### src/rtl/sr_ff_scheduler_pkg.sv
// Shared constants for the SR flip-flop scheduler: FSM encoding, counter width,
// and the helper that compares the three flip-flop copies.
package sr_ff_scheduler_pkg;

    localparam int CNT_W = 8;

    localparam logic [1:0] ST_IDLE   = 2'd0;
    localparam logic [1:0] ST_APPLY  = 2'd1;
    localparam logic [1:0] ST_CHECK  = 2'd2;
    localparam logic [1:0] ST_REJECT = 2'd3;

    // High when the JK, D and T copies do not all hold the same value.
    function automatic logic copies_disagree(input logic a, input logic b, input logic c);
        return (a ^ b) | (b ^ c);
    endfunction

endpackage

### src/rtl/sr_ff_scheduler_cell.sv
// One SR flip-flop built three ways (JK, D, T). The copies stay equal as long
// as S=R=1 is never presented.
module sr_ff_cell (
    input  logic clk,
    input  logic rst,
    input  logic s,
    input  logic r,
    output logic q_jk,
    output logic q_d,
    output logic q_t
);

    logic q_jk_r;
    logic q_d_r;
    logic q_t_r;
    logic jk_next_s;
    logic d_next_s;
    logic t_en_s;

    // Next-state equations for each flip-flop style.
    always_comb begin
        jk_next_s = q_jk_r;
        case ({s, r})
            2'b10:   jk_next_s = 1'b1;
            2'b01:   jk_next_s = 1'b0;
            2'b11:   jk_next_s = ~q_jk_r;
            default: jk_next_s = q_jk_r;
        endcase
        d_next_s = s | (~r & q_d_r);
        t_en_s   = (s & ~q_t_r) | (r & q_t_r);
    end

    // State registers for the three copies.
    always_ff @(posedge clk or negedge rst) begin
        if (!rst) begin
            q_jk_r <= 1'b0;
            q_d_r  <= 1'b0;
            q_t_r  <= 1'b0;
        end else begin
            q_jk_r <= jk_next_s;
            q_d_r  <= d_next_s;
            q_t_r  <= q_t_r ^ t_en_s;
        end
    end

    assign q_jk = q_jk_r;
    assign q_d  = q_d_r;
    assign q_t  = q_t_r;

endmodule

### src/rtl/sr_ff_scheduler.sv
// Round-robin scheduler granting NREQ requesters access to one shared SR
// flip-flop; illegal S=R=1 commands are nacked without touching the cell.
module sr_ff_scheduler
    import sr_ff_scheduler_pkg::*;
#(
    parameter int NREQ = 4
) (
    input  logic              clk,
    input  logic              rst,
    input  logic [NREQ-1:0]   req,
    input  logic [NREQ-1:0]   cmd_s,
    input  logic [NREQ-1:0]   cmd_r,
    output logic [NREQ-1:0]   ack,
    output logic [NREQ-1:0]   nack,
    output logic              q,
    output logic              fault,
    output logic              busy,
    output logic [CNT_W-1:0]  cmd_cnt
);

    localparam int PW = (NREQ > 1) ? $clog2(NREQ) : 1;

    logic [1:0]       state_r;
    logic [1:0]       next_state_s;
    logic [PW-1:0]    ptr_r;
    logic [PW-1:0]    win_r;
    logic [NREQ-1:0]  win_oh_r;
    logic             s_lat_r;
    logic             r_lat_r;
    logic [NREQ-1:0]  ack_r;
    logic [NREQ-1:0]  nack_r;
    logic             q_r;
    logic             fault_r;
    logic             busy_r;
    logic [CNT_W-1:0] cnt_r;

    logic             found_s;
    logic [PW-1:0]    win_s;
    logic [NREQ-1:0]  win_oh_s;
    logic [NREQ-1:0]  probe_s;
    int               idx_s;
    logic             win_set_s;
    logic             win_rst_s;
    logic             cell_s_s;
    logic             cell_r_s;
    logic             q_jk_s;
    logic             q_d_s;
    logic             q_t_s;

    function automatic logic [PW-1:0] wrap_inc(input logic [PW-1:0] i);
        if (i == PW'(NREQ - 1)) begin
            return '0;
        end else begin
            return i + PW'(1);
        end
    endfunction

    // Round-robin search starting at the pointer, wrapping at NREQ.
    always_comb begin
        found_s  = 1'b0;
        win_s    = '0;
        win_oh_s = '0;
        probe_s  = '0;
        idx_s    = 0;
        for (int i = 0; i < NREQ; i++) begin
            idx_s = int'(ptr_r) + i;
            if (idx_s >= NREQ) begin
                idx_s = idx_s - NREQ;
            end else begin
                idx_s = idx_s;
            end
            probe_s = NREQ'(1) << idx_s;
            if (!found_s && ((req & probe_s) != '0)) begin
                found_s  = 1'b1;
                win_s    = PW'(idx_s);
                win_oh_s = probe_s;
            end else begin
                found_s  = found_s;
            end
        end
        win_set_s = (cmd_s & win_oh_s) != '0;
        win_rst_s = (cmd_r & win_oh_s) != '0;
    end

    // FSM next-state decode.
    always_comb begin
        next_state_s = state_r;
        case (state_r)
            ST_IDLE: begin
                if (!found_s) begin
                    next_state_s = ST_IDLE;
                end else if (win_set_s && win_rst_s) begin
                    next_state_s = ST_REJECT;
                end else begin
                    next_state_s = ST_APPLY;
                end
            end
            ST_APPLY:  next_state_s = ST_CHECK;
            ST_CHECK:  next_state_s = ST_IDLE;
            ST_REJECT: next_state_s = ST_IDLE;
            default:   next_state_s = ST_IDLE;
        endcase
    end

    // The cell sees the latched command only while in APPLY.
    always_comb begin
        if (state_r == ST_APPLY) begin
            cell_s_s = s_lat_r;
            cell_r_s = r_lat_r;
        end else begin
            cell_s_s = 1'b0;
            cell_r_s = 1'b0;
        end
    end

    sr_ff_cell u_cell (
        .clk  (clk),
        .rst  (rst),
        .s    (cell_s_s),
        .r    (cell_r_s),
        .q_jk (q_jk_s),
        .q_d  (q_d_s),
        .q_t  (q_t_s)
    );

    // FSM state, latched operands, pointer and registered outputs.
    always_ff @(posedge clk or negedge rst) begin
        if (!rst) begin
            state_r  <= ST_IDLE;
            ptr_r    <= '0;
            win_r    <= '0;
            win_oh_r <= '0;
            s_lat_r  <= 1'b0;
            r_lat_r  <= 1'b0;
            ack_r    <= '0;
            nack_r   <= '0;
            q_r      <= 1'b0;
            fault_r  <= 1'b0;
            busy_r   <= 1'b0;
            cnt_r    <= '0;
        end else begin
            state_r <= next_state_s;
            busy_r  <= (next_state_s != ST_IDLE);
            ack_r   <= (next_state_s == ST_CHECK)  ? win_oh_r : '0;
            nack_r  <= (next_state_s == ST_REJECT) ? win_oh_s : '0;
            // q follows the JK copy one cycle late, so it moves on the edge leaving CHECK.
            q_r     <= q_jk_s;
            if ((state_r == ST_IDLE) && found_s) begin
                win_r    <= win_s;
                win_oh_r <= win_oh_s;
                s_lat_r  <= win_set_s;
                r_lat_r  <= win_rst_s;
            end
            if ((state_r == ST_CHECK) || (state_r == ST_REJECT)) begin
                ptr_r <= wrap_inc(win_r);
            end
            if (state_r == ST_CHECK) begin
                cnt_r   <= cnt_r + CNT_W'(1);
                fault_r <= fault_r | copies_disagree(q_jk_s, q_d_s, q_t_s);
            end
        end
    end

    assign ack     = ack_r;
    assign nack    = nack_r;
    assign q       = q_r;
    assign fault   = fault_r;
    assign busy    = busy_r;
    assign cmd_cnt = cnt_r;

endmodule

### config.mk
export PLATFORM = sky130hd
export DESIGN_NAME = sr_ff_scheduler
export DESIGN_NICKNAME = d
export VERILOG_FILES = /design/src/rtl/sr_ff_scheduler_pkg.sv /design/src/rtl/sr_ff_scheduler_cell.sv /design/src/rtl/sr_ff_scheduler.sv
export SDC_FILE = /design/constraint.sdc
export NUM_CORES = 1
export LEC_CHECK = 0
export BUFFER_PORTS_ARGS = -buffer_cell sky130_fd_sc_hd__clkbuf_2
export CAP_MARGIN = 20
export CORE_UTILIZATION = 55
export DETAILED_ROUTE_END_ITERATION = 12
export GPL_TIMING_DRIVEN = 1
export PLACE_DENSITY = 0.76
export RECOVER_POWER = 100
export SYNTH_ARGS = -nofsm -noshare
export SYNTH_HDL_FRONTEND = slang
export SYNTH_HIERARCHICAL = 1
export SYNTH_SLANG_ARGS = --single-unit
export TNS_END_PERCENT = 5
### constraint.sdc
create_clock -name clk -period 8.5 [get_ports clk]
set_input_delay 1.7 -clock clk [delete_from_list [all_inputs] [get_ports clk]]
set_output_delay 1.7 -clock clk [all_outputs]
set_load 0.01 [all_outputs]
==> flow_metrics.py <==
metrics = {
    "power": {
        "switching_share_pct": 46.96,
        "pwr-share-seq_pct": 32.4,
        "power_per_cell_area_nw_per_um2": 394.8,
        "p_switching_uw": 384.4,
        "leakage_uw": 0.0009258,
        "power_frac_comb_pct": 56.1,
        "total_power_uw": 818.6,
        "intPower_uw": 434.2,
        "peakVddDrop_mv": 0.1889,
        "clockPowerShare_pct": 11.5,
    },
    "cells_and_area": {
        "seq_area_um2": 850.8,
        "fin_cells": 269,
        "drive_above_1_share_pct": 16.44,
        "fill_cells": 305,
        "stdcell_area_um2": 2073,
        "finalNetCount": 244,
        "multi_input_area_um2": 932.1,
        "antenna_cells": 0,
        "syn_to_final_growth_pct": 9.445,
    },
    "setup_path": {
        "worst_path_largest_cell_delay_ns": 0.51,
        "crit_required_ns": 8.72,
        "start_kind": "input port",
        "critPathArrivalTime_ns": 4.32,
        "slowest_stage": "o221ai_1",
        "end_kind": "flip-flop",
        "crit_type": "in2reg",
        "path_buf_inv": 1,
        "path_max_fanout": 7,
        "crit_chain": "clkbuf_1 > a22oi_1 > and2_0 > a211oi_1 > o21ba_1 > a221o_2 > o221ai_1 > nor3b_1 > nor2_1 > a21oi_1",
        "cp_top_family": "compound AO/OA/AOI/OAI gates",
    },
    "clock_network": {
        "hold_buffers": 0,
        "htreeDepth": 2,
        "post_cts_resized": 0,
        "clk_latency_ns": 0.34,
        "cts_setup_buffers": 0,
        "cts.sinks": 34,
        "clockBufferDepth": 2,
        "clkTransAtPathRegs_ns": 0.10,
        "cts_buffers": 5,
        "root_buffer": "clkbuf_4",
        "cts_tree": "built",
    },
    "yosys": {
        "syn_area_um2": 1894,
        "synth_top_area_cell": "dfrtp_1",
        "synth_area_leaders": "dfrtp_1, ha_1, nand2_1",
        "yosysTopAreaCellShare_pct": 44.91,
        "async_reset_ff_share_pct": 100.0,
        "synth-seq-cells": 34,
        "synth.yosys.seq_area_share_pct": 44.91,
        "syn-mean-instance-area_um2": 9.918,
        "ys.flop_type": "dfrtp_1",
        "ys_warn_count": 6,
        "syn_nets": 211,
        "synth_cell_types": 52,
        "synth_edf_count": 0,
        "synthCells": 191,
    },
    "grt": {
        "grt-ovfl-total": 0,
        "grt_use_total_pct": 23.95,
        "grt_pass1_wl_um": 6458,
        "antenna_found_initial": 0,
        "grt_pass1_vias": 1498,
        "grt_max_degree": 35,
    },
    "die": {
        "die_area_um2": 3683,
        "initial_core_util_pct": 60.08,
        "coreArea_um2": 3153,
        "die_w_um": 60.69,
        "die_h_um": 60.69,
        "num_rows": 20,
        "ios": 33,
    },
    "routing": {
        "drt_iter0_markers": 111,
        "wl_per_cell_um": 14.48,
        "via_count": 1567,
        "postRouteAntennaNets": 0,
        "vias_per_cell": 5.825,
        "dr.pass1.iters": 4,
        "finalWirelength_um": 3894,
        "drc": 0,
    },
    "sta": {
        "rsz0062_at_grt": "no",
        "setup-violations-final": 0,
        "tightestPinTransition_ns": 1.753,
        "fmax_mhz": 243.5,
        "skew_ns": 0.01051,
        "finalCritPeriodShare_pct": 48.31,
        "fin_hold_ws_ns": 0.4540,
        "period_needed_ns": 4.106,
        "tns_ns": 0,
        "drv_slew": 35,
        "hold_viol": 0,
        "slew_headroom_pct": -16.88,
    },
    "placed_design": {
        "placed_area_um2": 2058,
        "portBuffers": 32,
        "place_congestion": 0.9479,
        "dp_cells": 261,
        "hpwl_um": 2857,
    },
    "min_path": {
        "min_path_type": "reg2reg",
    },
    "outcome": {
        "outcome": "complete, but fails checks",
        "violations": "max-capacitance violations, max-slew violations",
    },
    "flow_run": {
        "max_cap_violations": 1,
    },
}
-- path summary, 6_finish.rpt --
check,startpoint,endpoint,slack [ns],cells past startpoint
max in group asynchronous,rst,win_oh_r[3],5.68,1
min in group asynchronous,rst,ptr_r[0],1.81,1
setup reg to reg,ptr_r[0],u_cell/q_t,4.99,11
hold / removal,u_cell/q_jk,q,0.45,0
setup / recovery,req[1],u_cell/q_t,4.39,10
hold reg to reg,u_cell/q_jk,q,0.45,0
-- sequential cells by signal, summed over array words and instances (netlist names) --
name         flops
u_cell/q_d       1
nack             4
ptr_r            2
r_lat_r          1
fault            1
busy             1
state_r          2
u_cell/q_jk      1
win_oh_r         4
q                1
s_lat_r          1
win_r            2
cmd_cnt          8
ack              4
u_cell/q_t       1
-- layout by cell type, fill, tap and decap left out, types with 6 or more instances in the layout --
cell type | synthesis | layout
o21ai_0 | 8 | 8
a21oi_1 | 10 | 10
nor2_1 | 12 | 14
nand2_1 | 20 | 20
ha_1 | 6 | 6
clkbuf_2 | 0 | 11
inv_1 | 9 | 9
nor3_1 | 6 | 6
dfrtp_1 | 34 | 34
nand3_1 | 6 | 6
clkbuf_1 | 2 | 21
-- power groups by stage --
| stage | clock network [µW] | registers [µW] | logic (µW) |
|---|---|---|---|
| 2_1_floorplan | 0 | 272 | 374 |
| 3_3_place_gp | 0 | 266 | 471 |
| 3_5_place_dp | 0 | 269 | 480 |
| 4_1_cts | 96.1 | 266 | 483 |
| 5_1_grt | 103 | 273 | 512 |
| 6_report | 94.2 | 265 | 459 |
-- layer usage --
layer / share of wire (%) / GRT usage [%] / wire length, µm / vias up
li1: - / - / - / 761
met1: 46 / 31.31 / 1805 / 744
met2: 47 / 38.62 / 1811 / 56
met3: 6.1 / 6.183 / 236 / 6
met4: 1.0 / 8.766 / 40 / 0
met5: 0 / 0 / 0 / -
-- cells by family after synthesis --
logic type               after synthesis  share of synthesized area [%]
AND/OR/NAND/NOR                       68                          17.90
adder cells (fa/ha/maj)                6                          3.963
buffers and inverters                 16                          4.689
AO/OA/AOI/OAI                         58                          24.18
XOR/XNOR                               7                          3.237
multiplexers                           2                          1.123
flip-flops                            34                          44.91
-- synth_stat cells, types with 4 or more instances --
cell      number
dfrtp_1       34
nand2_1       20
nor2_1        12
a21oi_1       10
inv_1          9
o21ai_0        8
ha_1           6
nand3_1        6
nor3_1         6
xnor2_1        5
a311oi_1       4
nor3b_1        4
-- through the flow --
| step | utilization, % | setup WS (ns) |
|---|---|---|
| 6_report | 65.75 | 4.394 |
| 3_3_place_gp | 65.28 | 4.411 |
| 5_1_grt | 65.75 | 4.168 |
| 2_1_floorplan | - | 4.852 |
| 4_1_cts | 67.30 | 4.639 |
| 3_5_place_dp | 65.28 | 4.278 |
-- worst reg2reg max path, cell delays in order (launching register included) --
cell	delay [ns]
dfrtp_1	0.45
inv_1	0.10
ha_1	0.38
a22oi_1	0.47
and2_0	0.34
a211oi_1	0.14
o21ba_1	0.23
a221o_2	0.40
o221ai_1	0.51
nor3b_1	0.17
nor2_1	0.15
a21oi_1	0.05
-- layout make-up --
cell class                 count  share of cell area [%]
tap                           44                   2.655
clock buffer                   6                   2.474
multi-input combinational    141                   44.96
inverter                      10                   1.810
sequential                    34                   41.04
timing repair buffer          32                   6.457
clock inverter                 2                  0.6035
Power figures use the tool's default switching activity.
